File: src/rtl/player_status_ctrl.sv
// player_status_ctrl: top-level player state machine (IDLE/PLAYING/HURT/GAME_OVER)
// driving hit-blink visibility, input freeze, game-over flag and the lives-reset pulse.
`default_nettype none

module player_status_ctrl #(
  parameter int unsigned FLASH_FRAMES     = 60,
  parameter int unsigned BLINK_FRAMES     = 4,
  parameter int unsigned OVER_HOLD_FRAMES = 120
) (
  input  logic       clk,
  input  logic       reset,
  input  logic       vsync,
  input  logic       player_hurt,
  input  logic [1:0] player_lives,
  input  logic       start_btn,
  output logic [1:0] state,
  output logic       player_visible,
  output logic       input_freeze,
  output logic       game_over,
  output logic       hurt_active,
  output logic       lives_reset
);

  typedef enum logic [1:0] {
    S_IDLE      = 2'b00,
    S_PLAYING   = 2'b01,
    S_HURT      = 2'b10,
    S_GAME_OVER = 2'b11
  } state_e;

  localparam logic [7:0] FLASH_LAST = 8'(FLASH_FRAMES - 1);
  localparam logic [7:0] BLINK_LAST = 8'(BLINK_FRAMES - 1);
  localparam logic [7:0] OVER_HOLD  = 8'(OVER_HOLD_FRAMES);

  state_e     state_q, state_d;
  logic       visible_q, visible_d;
  logic       freeze_q, freeze_d;
  logic       game_over_q, game_over_d;
  logic       hurt_q, hurt_d;
  logic       lives_reset_q, lives_reset_d;
  logic [7:0] frame_cnt_q, frame_cnt_d;
  logic [7:0] blink_cnt_q, blink_cnt_d;
  logic       rearm_q, rearm_d;
  logic       vsync_q, hist_valid_q, frame_tick_q;

  // hist_valid_q suppresses a tick from a vsync level already high at reset release
  always_ff @(posedge clk or negedge reset) begin
    if (!reset) begin
      vsync_q      <= 1'b0;
      hist_valid_q <= 1'b0;
      frame_tick_q <= 1'b0;
    end else begin
      vsync_q      <= vsync;
      hist_valid_q <= 1'b1;
      frame_tick_q <= vsync & ~vsync_q & hist_valid_q;
    end
  end

  always_comb begin
    state_d       = state_q;
    visible_d     = visible_q;
    frame_cnt_d   = frame_cnt_q;
    blink_cnt_d   = blink_cnt_q;
    rearm_d       = rearm_q;
    lives_reset_d = 1'b0;

    case (state_q)
      S_IDLE: begin
        visible_d = 1'b1;
        if (frame_tick_q && start_btn) begin
          state_d       = S_PLAYING;
          lives_reset_d = 1'b1;
        end
      end
      S_PLAYING: begin
        visible_d = 1'b1;
        if (player_lives == 2'd0) begin
          state_d = S_GAME_OVER;
        end else if (player_hurt) begin
          state_d     = S_HURT;
          frame_cnt_d = 8'd0;
          blink_cnt_d = 8'd0;
          visible_d   = 1'b0;
        end
      end
      S_HURT: begin
        if (player_hurt && player_lives == 2'd0) begin
          state_d = S_GAME_OVER;
        end else if (player_hurt) begin
          frame_cnt_d = 8'd0;
          blink_cnt_d = 8'd0;
          visible_d   = 1'b0;
        end else if (frame_tick_q) begin
          frame_cnt_d = frame_cnt_q + 8'd1;
          if (blink_cnt_q == BLINK_LAST) begin
            visible_d   = ~visible_q;
            blink_cnt_d = 8'd0;
          end else begin
            blink_cnt_d = blink_cnt_q + 8'd1;
          end
          if (frame_cnt_q == FLASH_LAST) begin
            state_d   = S_PLAYING;
            visible_d = 1'b1;
          end
        end
      end
      default: begin
        if (!start_btn) rearm_d = 1'b1;
        if (frame_tick_q && frame_cnt_q < OVER_HOLD) frame_cnt_d = frame_cnt_q + 8'd1;
        if (frame_tick_q && start_btn && rearm_q && frame_cnt_q >= OVER_HOLD) begin
          state_d       = S_PLAYING;
          visible_d     = 1'b1;
          lives_reset_d = 1'b1;
        end
      end
    endcase

    // Entering GAME_OVER restarts the hold timer and demands a fresh button release
    if (state_d == S_GAME_OVER && state_q != S_GAME_OVER) begin
      frame_cnt_d = 8'd0;
      rearm_d     = 1'b0;
    end
    if (state_d == S_GAME_OVER) visible_d = 1'b0;

    freeze_d    = (state_d == S_IDLE) || (state_d == S_GAME_OVER);
    game_over_d = (state_d == S_GAME_OVER);
    hurt_d      = (state_d == S_HURT);
  end

  always_ff @(posedge clk or negedge reset) begin
    if (!reset) begin
      state_q       <= S_IDLE;
      visible_q     <= 1'b1;
      freeze_q      <= 1'b1;
      game_over_q   <= 1'b0;
      hurt_q        <= 1'b0;
      lives_reset_q <= 1'b0;
      frame_cnt_q   <= 8'd0;
      blink_cnt_q   <= 8'd0;
      rearm_q       <= 1'b0;
    end else begin
      state_q       <= state_d;
      visible_q     <= visible_d;
      freeze_q      <= freeze_d;
      game_over_q   <= game_over_d;
      hurt_q        <= hurt_d;
      lives_reset_q <= lives_reset_d;
      frame_cnt_q   <= frame_cnt_d;
      blink_cnt_q   <= blink_cnt_d;
      rearm_q       <= rearm_d;
    end
  end

  assign state          = state_q;
  assign player_visible = visible_q;
  assign input_freeze   = freeze_q;
  assign game_over      = game_over_q;
  assign hurt_active    = hurt_q;
  assign lives_reset    = lives_reset_q;

endmodule

`default_nettype wire

File: config.mk
export PLATFORM = sky130hd
export DESIGN_NAME = player_status_ctrl
export DESIGN_NICKNAME = d
export VERILOG_FILES = /design/src/rtl/player_status_ctrl.sv
export SDC_FILE = /design/constraint.sdc
export NUM_CORES = 1
export LEC_CHECK = 0
export CAP_MARGIN = 25
export CORE_MARGIN = 3
export CORE_UTILIZATION = 52
export DETAILED_ROUTE_END_ITERATION = 8
export GPL_TIMING_DRIVEN = 1
export PLACE_DENSITY_LB_ADDON = 0.15
export SYNTH_ARGS = -nofsm -noshare
export SYNTH_HDL_FRONTEND = slang
export SYNTH_SLANG_ARGS = --single-unit
File: constraint.sdc
create_clock -name clk -period 2.4 [get_ports clk]
set_clock_uncertainty 0.2 [all_clocks]
set_input_delay 0.6 -clock clk [delete_from_list [all_inputs] [get_ports clk]]
set_output_delay 0.6 -clock clk [all_outputs]
set_load 0.02 [all_outputs]
==> key figures, run 1 <==
Worst setup path
  • Crit path largest cell delay: 0.48 ns
  • Worst Setup EP: frame_cnt_q[0]
  • Crit path required time: 2.42 ns
  • Register-to-Register Path Depth: 11
  • Critical Path Source: state[0]
  • Crit Path Class: flip-flop to flip-flop
  • Crit end category: flip-flop
  • Worst Path Arrival: 2.56 ns
  • Worst reg-to-reg setup slack: -0.14 ns
  • Startpoint Class: flip-flop
  • Worst path cell trace: inv_4 -> ha_4 -> a21bo_2 -> a21oi_2 -> nor4_2 -> o21ai_1 -> ha_2 -> nor2b_4 -> buf_4 -> buf_6 -> a21oi_1
  • Reg-to-reg startpoint: state[0]
  • R2R Path End: frame_cnt_q[0]
  • Critical path fanouts, max: 7
  • Worst path slowest cell: dfrtp_2

Run
  • Max_cap viols: 0

Floorplanning
  • Die Wd: 62.7 µm
  • Num rows: 19
  • Ports: 14
  • Die Area: 3930 µm²
  • Initial core utilization: 57.5%
  • Core area: 2900 µm²
  • Die span in y: 62.7 µm

Timing
  • Final Hold Viols: 0
  • Setup WS post-layout: -0.136 ns
  • Final setup violation count: 10
  • RSZ-0062 raised after global routing: yes
  • Clock period minus worst slack: 2.54 ns
  • Achievable frequency: 0.394 GHz
  • Setup TNS: -1.08 ns
  • Final period util: 106%
  • Smallest hold slack: 0.221 ns
  • Final-report max-slew violation count: 0

Clock network
  • Hold-fix buffers at CTS: 0
  • CTS buffer count: 3
  • CTS sink cnt: 27
  • Clock transition at the registers of the reported paths: 0.15 ns
  • Clock root cell: clkbuf_4
  • Clock buffer depth: 2
  • CTS tree: done
  • # H-tree levels: 1
  • Clock latency on the worst-skew pair: 0.33 ns

Place
  • RD Place Congestion: 0.973
  • Post-Place Cells: 272
  • Final HPWL DP: 3.41 mm
  • DP Area: 2270 µm²
  • PortBufs: 13
  • Pre-CTS setup slack: -0.859 ns

Logic synthesis
  • Cell with the most instances after synthesis: dfrtp_1
  • Async S/R FF share, synth: 100%
  • EDFF count, synth: 0
  • Yosys warning count: 0
  • Cell Area, Synth: 1670 µm²
  • Syn avg cell area: 9.59 µm²
  • Post-synth top cells: dfrtp_1 (25), nand2_1 (13), o21ai_0 (10)
  • Most used DFF post-synth: dfrtp_1
  • Flip-flop and latch count after synthesis: 27
  • Dominant cell type by area after synthesis: dfrtp_1
  • Top cells by area, synth: dfrtp_1 (37%), ha_1 (6.7%), a32o_1 (3.6%), dfstp_2 (3.1%), o21ai_0 (3.0%)
  • Synthesized netlist cell count: 174
  • Syn_nets: 190
  • Post-synth top area share: 37.5%
  • Cell variety after synth: 50
  • Register area share after synthesis: 40.6%

Detailed routing
  • Drt wl/cell: 17.9 µm
  • Initial DRC Count: 90
  • Residual DRC count: 0
  • WL final: 5.09 mm
  • Vias per std cell: 6.15
  • Post-DRT Antenna Nets: 0
  • DR pass1 iterations: 6
  • Vias: 1754

Cells and area
  • Ant. Diodes: 0
  • Area occupied by registers: 681 µm²
  • Layout Nets: 260
  • Fillers: 176
  • Area of the multi-input gates: 1110 µm²
  • Area Growth Syn to Fin: 47.5%
  • Fin area: 2460 µm²
  • Post-Layout Cell Count: 285
  • Layout cell share with drive strength beyond 1: 41.6%

Power and ir drop
  • Switching Fraction: 29.5%
  • Leak pwr: 1.06 nW
  • Int Power: 671 µW
  • Comb power frac: 24.9%
  • Net switching power: 281 µW
  • P per Cell Area: 386 nW/µm²
  • Maximum vdd ir drop: 365 µV
  • Clock power share: 21.6%
  • Seq pwr share: 53.5%

Global route
  • Largest net degree at the start of global routing: 28
  • Global-route wire length before repair: 8.34 mm
  • Initial antenna violation count: 0
  • Vias in the first global route: 1737
  • GRT Util Overall: 26.0%
  • GR Overflow Total: 0

Outcome
  • Violated checks: negative setup slack
  • Status: complete, but fails checks

Min path
  • Hold crit path type: flip-flop to flip-flop
-- power groups by stage --
stage	sequential (mW)	combinational, mW	clock (mW)
4_1_cts	0.506	0.223	0.206
6_report	0.509	0.237	0.206
5_1_grt	0.516	0.260	0.223
2_1_floorplan	0.524	0.0751	0
3_3_place_gp	0.511	0.209	0
3_5_place_dp	0.514	0.220	0
-- flip-flops by register name, summed over array words and instances (netlist names) --
register	flops
vsync_q	1
input_freeze	1
hist_valid_q	1
player_visible	1
lives_reset	1
hurt_active	1
state	2
frame_tick_q	1
game_over	1
blink_cnt_q	8
frame_cnt_q	8
rearm_q	1
-- layout make-up --
cell class | count | share of cell area, %
multi-input combinational | 135 | 45.1
sequential | 27 | 27.6
timing repair buffer | 69 | 22.7
tap | 42 | 2.13
inverter | 8 | 1.42
clock buffer | 4 | 1.07
-- layer usage --
layer  part of all wire [%]  up-vias  global-route usage [%]
met3                    5.7       15                    3.78
met4                    2.7        0                    9.37
li1                       -      799                       -
met1                     44      850                    35.0
met2                     47       90                    42.5
met5                      0        -                       0
-- cell usage in the layout (no fill, tap or decap), types with 3 or more instances in the layout --
cell	instances
dfrtp_1	23
buf_4	53
ha_1	3
nand3_1	7
nor3_1	7
a22o_1	5
nor4_2	3
o21ai_0	8
and3_1	4
nor3b_2	3
nand2_1	13
clkdlybuf4s50_1	10
ha_4	3
dlygate4sd2_1	3
ha_2	3
clkbuf_4	3
a32o_1	6
inv_1	6
nand4_1	3
nor2_1	9
nor2b_1	4
and2_1	3
buf_6	3
o211ai_1	5
-- timing repair --
| item | in CTS | in global routing |
|---|---|---|
| setup endpoints to repair | 11 | 10 |
| endpoints found under the hold margin | 0 | 0 |
| setup buffers | 2 | 7 |
| gates resized for setup | 14 | 11 |
| pin swaps | 9 | 9 |
-- worst min path at each step --
stage | from | end | slack, ns | cells after the start
global route | vsync_q | frame_tick_q | 0.26 | 1
global placement | vsync_q | frame_tick_q | 0.18 | 1
finish | vsync_q | frame_tick_q | 0.22 | 1
floorplan | reset | blink_cnt_q[0] | 0.10 | 0
CTS | vsync_q | frame_tick_q | 0.23 | 1
detailed placement | vsync_q | frame_tick_q | 0.19 | 1
-- kinds of logic (layout without fill, tap and decap cells) --
family / count (synthesis) / count (layout) / synth area share, %
simple gates: 74 / 74 / 24.7
fa+ha+maj: 9 / 9 / 6.75
mux: 2 / 2 / 1.20
buf+inv: 12 / 81 / 2.77
flops: 27 / 27 / 40.6
compound gates: 49 / 49 / 23.7
other cells: 1 / 1 / 0.225
-- critical path: cells and delay by family (launching register included) --
family / cells / cell delay (ns)
compound gates: 4 / 0.62
simple gates: 2 / 0.36
flops: 1 / 0.48
fa+ha+maj: 2 / 0.40
buf+inv: 3 / 0.36
-- through the flow --
stage / util [%] / power, mW
5_1_grt: 84.9 / 0.998
4_1_cts: 81.1 / 0.935
3_5_place_dp: 78.3 / 0.734
2_1_floorplan: - / 0.599
3_3_place_gp: 78.3 / 0.719
6_report: 84.9 / 0.952
No activity file was read; power rests on OpenSTA's default activity.
==> inputs of run 2 (changes only) <==
CORE_MARGIN = unset   (was 3)
==> key figures, run 2 (same netlist as run 1, synthesis figures left out) <==
Clock network
  • CTS sink cnt: 27 (unchanged)
  • CTS buffer count: 3 (unchanged)
  • Clock buffer depth: 2 (unchanged)
  • Clock latency on the worst-skew pair: 0.33 ns (about the same)
  • # H-tree levels: 1 (unchanged)
  • Clock transition at the registers of the reported paths: 0.15 ns (about the same)
  • CTS tree: done
  • Clock root cell: clkbuf_4

Global route
  • GR Overflow Total: 0 (unchanged)
  • Initial antenna violation count: 0 (unchanged)
  • Global-route wire length before repair: 7.76 mm (-6.9%)
  • Largest net degree at the start of global routing: 28 (unchanged)
  • GRT Util Overall: 30.1% (+4.1 points)
  • Vias in the first global route: 1700 (-2.1%)

Floorplanning
  • Core area: 3050 µm² (+5.3%)
  • Num rows: 20 (+1)
  • Die span in y: 58.7 µm (-6.4%)
  • Die Area: 3440 µm² (-12%)
  • Initial core utilization: 54.7% (-2.9 points)
  • Die Wd: 58.7 µm (-6.4%)
  • Ports: 14 (unchanged)

Worst setup path
  • Crit Path Class: flip-flop to flip-flop
  • Crit path required time: 2.43 ns (about the same)
  • Worst Path Arrival: 2.57 ns (about the same)
  • Startpoint Class: flip-flop
  • Register-to-Register Path Depth: 10 (-1)
  • Crit end category: flip-flop
  • Critical path fanouts, max: 7 (unchanged)

Power and ir drop
  • Maximum vdd ir drop: 212 µV (-42%)
  • P per Cell Area: 388 nW/µm² (+0.32%)
  • Leak pwr: 1.01 nW (-4.9%)
  • Final Total Pwr: 914 µW (-4.0%)

Detailed routing
  • Residual DRC count: 0 (unchanged)
  • Vias per std cell: 6.22 (+1.1%)
  • DR pass1 iterations: 4 (-2)
  • WL final: 4.74 mm (-7.0%)
  • Initial DRC Count: 106 (+18%)
  • Drt wl/cell: 17.2 µm (-3.9%)
  • Post-DRT Antenna Nets: 0 (unchanged)
  • Vias: 1718 (-2.1%)

Run
  • Max_cap viols: 0 (unchanged)

Min path
  • Hold crit path type: flip-flop to flip-flop
  • Hold Path Cell Cnt: 1 (unchanged)

Cells and area
  • Commonest non-fill, non-tap cell in the layout: buf_4
  • Area Growth Syn to Fin: 41.2%
  • Fin area: 2360 µm² (-4.3%)
  • Ant. Diodes: 0 (unchanged)
  • Area of the multi-input gates: 1090 µm² (-1.7%)
  • Layout Nets: 249 (-4.2%)
  • Layout cell share with drive strength beyond 1: 36.6% (-4.9 points)
  • Fillers: 210 (+19%)
  • Most frequent cells in the layout: buf_4 (44), dfrtp_1 (23), nand2_1 (13), clkdlybuf4s50_1 (11), nor2_1 (9)
  • Area occupied by registers: 681 µm² (unchanged)

Timing
  • Clock period minus worst slack: 2.54 ns (-0.000116 ns)
  • Final-report max-slew violation count: 0 (unchanged)
  • Final period util: 106% (about the same)
  • Achievable frequency: 0.394 GHz (about the same)
  • Final Hold Viols: 0 (unchanged)
  • RSZ-0062 raised after global routing: yes
  • Final setup violation count: 10 (unchanged)
  • Setup WS post-layout: -0.136 ns (+0.000116 ns)

Place
  • RD Place Congestion: 0.928 (-4.6%)
  • DP Area: 2210 µm² (-2.9%)
  • PortBufs: 13 (unchanged)
  • Final HPWL DP: 3.35 mm (-1.8%)
  • Pre-CTS setup slack: -0.622 ns (+0.236 ns)

Outcome
  • Violated checks: negative setup slack
  • Status: complete, but fails checks
[run 2: cell types whose count changed in the layout (fill, tap and decap cells not counted), moves of 2 or more]
cell,change
buf_6,-2
ha_2,-2
ha_1,+2
buf_4,-9
[run 2: per-layer routing]
metal,wire length (µm),track usage (%),vias up
li1,-,-,781
met1,1990,39.1,852
met2,2390,49.6,63
met3,169,2.64,22
met4,187,16.7,0
met5,0,0,-
[run 2: worst max-delay path, stage by stage (launching register included)]
cell and delay (ns):
dfrtp_2 0.48, inv_4 0.10, ha_4 0.17, nand3_2 0.11
a32oi_2 0.23, nor3_2 0.09, a32oi_2 0.23, ha_2 0.26
nor2b_4 0.27, nor3b_1 0.08, a32o_1 0.22
[run 2: final cells by class]
class | instances | share of cell area [%]
inverter | 8 | 1.49
sequential | 27 | 28.9
timing repair buffer | 58 | 19.9
multi-input combinational | 135 | 46.3
tap | 44 | 2.34
clock buffer | 4 | 1.11
[run 2: what timing repair did]
action | CTS | global route
buffers inserted | 6 | 3
gates cloned | 0 | 0
gates resized for setup | 10 | 8
endpoints found under the setup margin | 10 | 12
hold buffers | 0 | 0
pin swaps | 8 | 10
[run 2: worst paths after layout]
kind                                from              to  slack [ns]
worst min-delay path             vsync_q    frame_tick_q        0.21
worst max register to register  state[1]  frame_cnt_q[5]       -0.14
worst min register to register   vsync_q    frame_tick_q        0.21
min in group asynchronous          reset     hurt_active        0.43
max in group asynchronous          reset  player_visible        1.27
worst max-delay path            state[1]  frame_cnt_q[5]       -0.14
[run 2: where the power goes]
part | internal [mW] | total [mW] | switching [mW]
sequential | 0.484 | 0.503 | 0.0186
clock | 0.0653 | 0.203 | 0.138
combinational | 0.101 | 0.207 | 0.107
[run 2: through the flow]
| step | setup TNS, ns | cells | util, % | hold WS [ns] |
|---|---|---|---|---|
| after floorplan | -0.0444 | 174 | - | 0.104 |
| after global placement | -4.95 | 265 | 72.3 | 0.182 |
| after detailed placement | -6.98 | 265 | 72.3 | 0.192 |
| after CTS | -0.331 | 274 | 75.5 | 0.213 |
| after global routing | -2.06 | 276 | 77.2 | 0.246 |
| final | -0.949 | 276 | 77.2 | 0.212 |
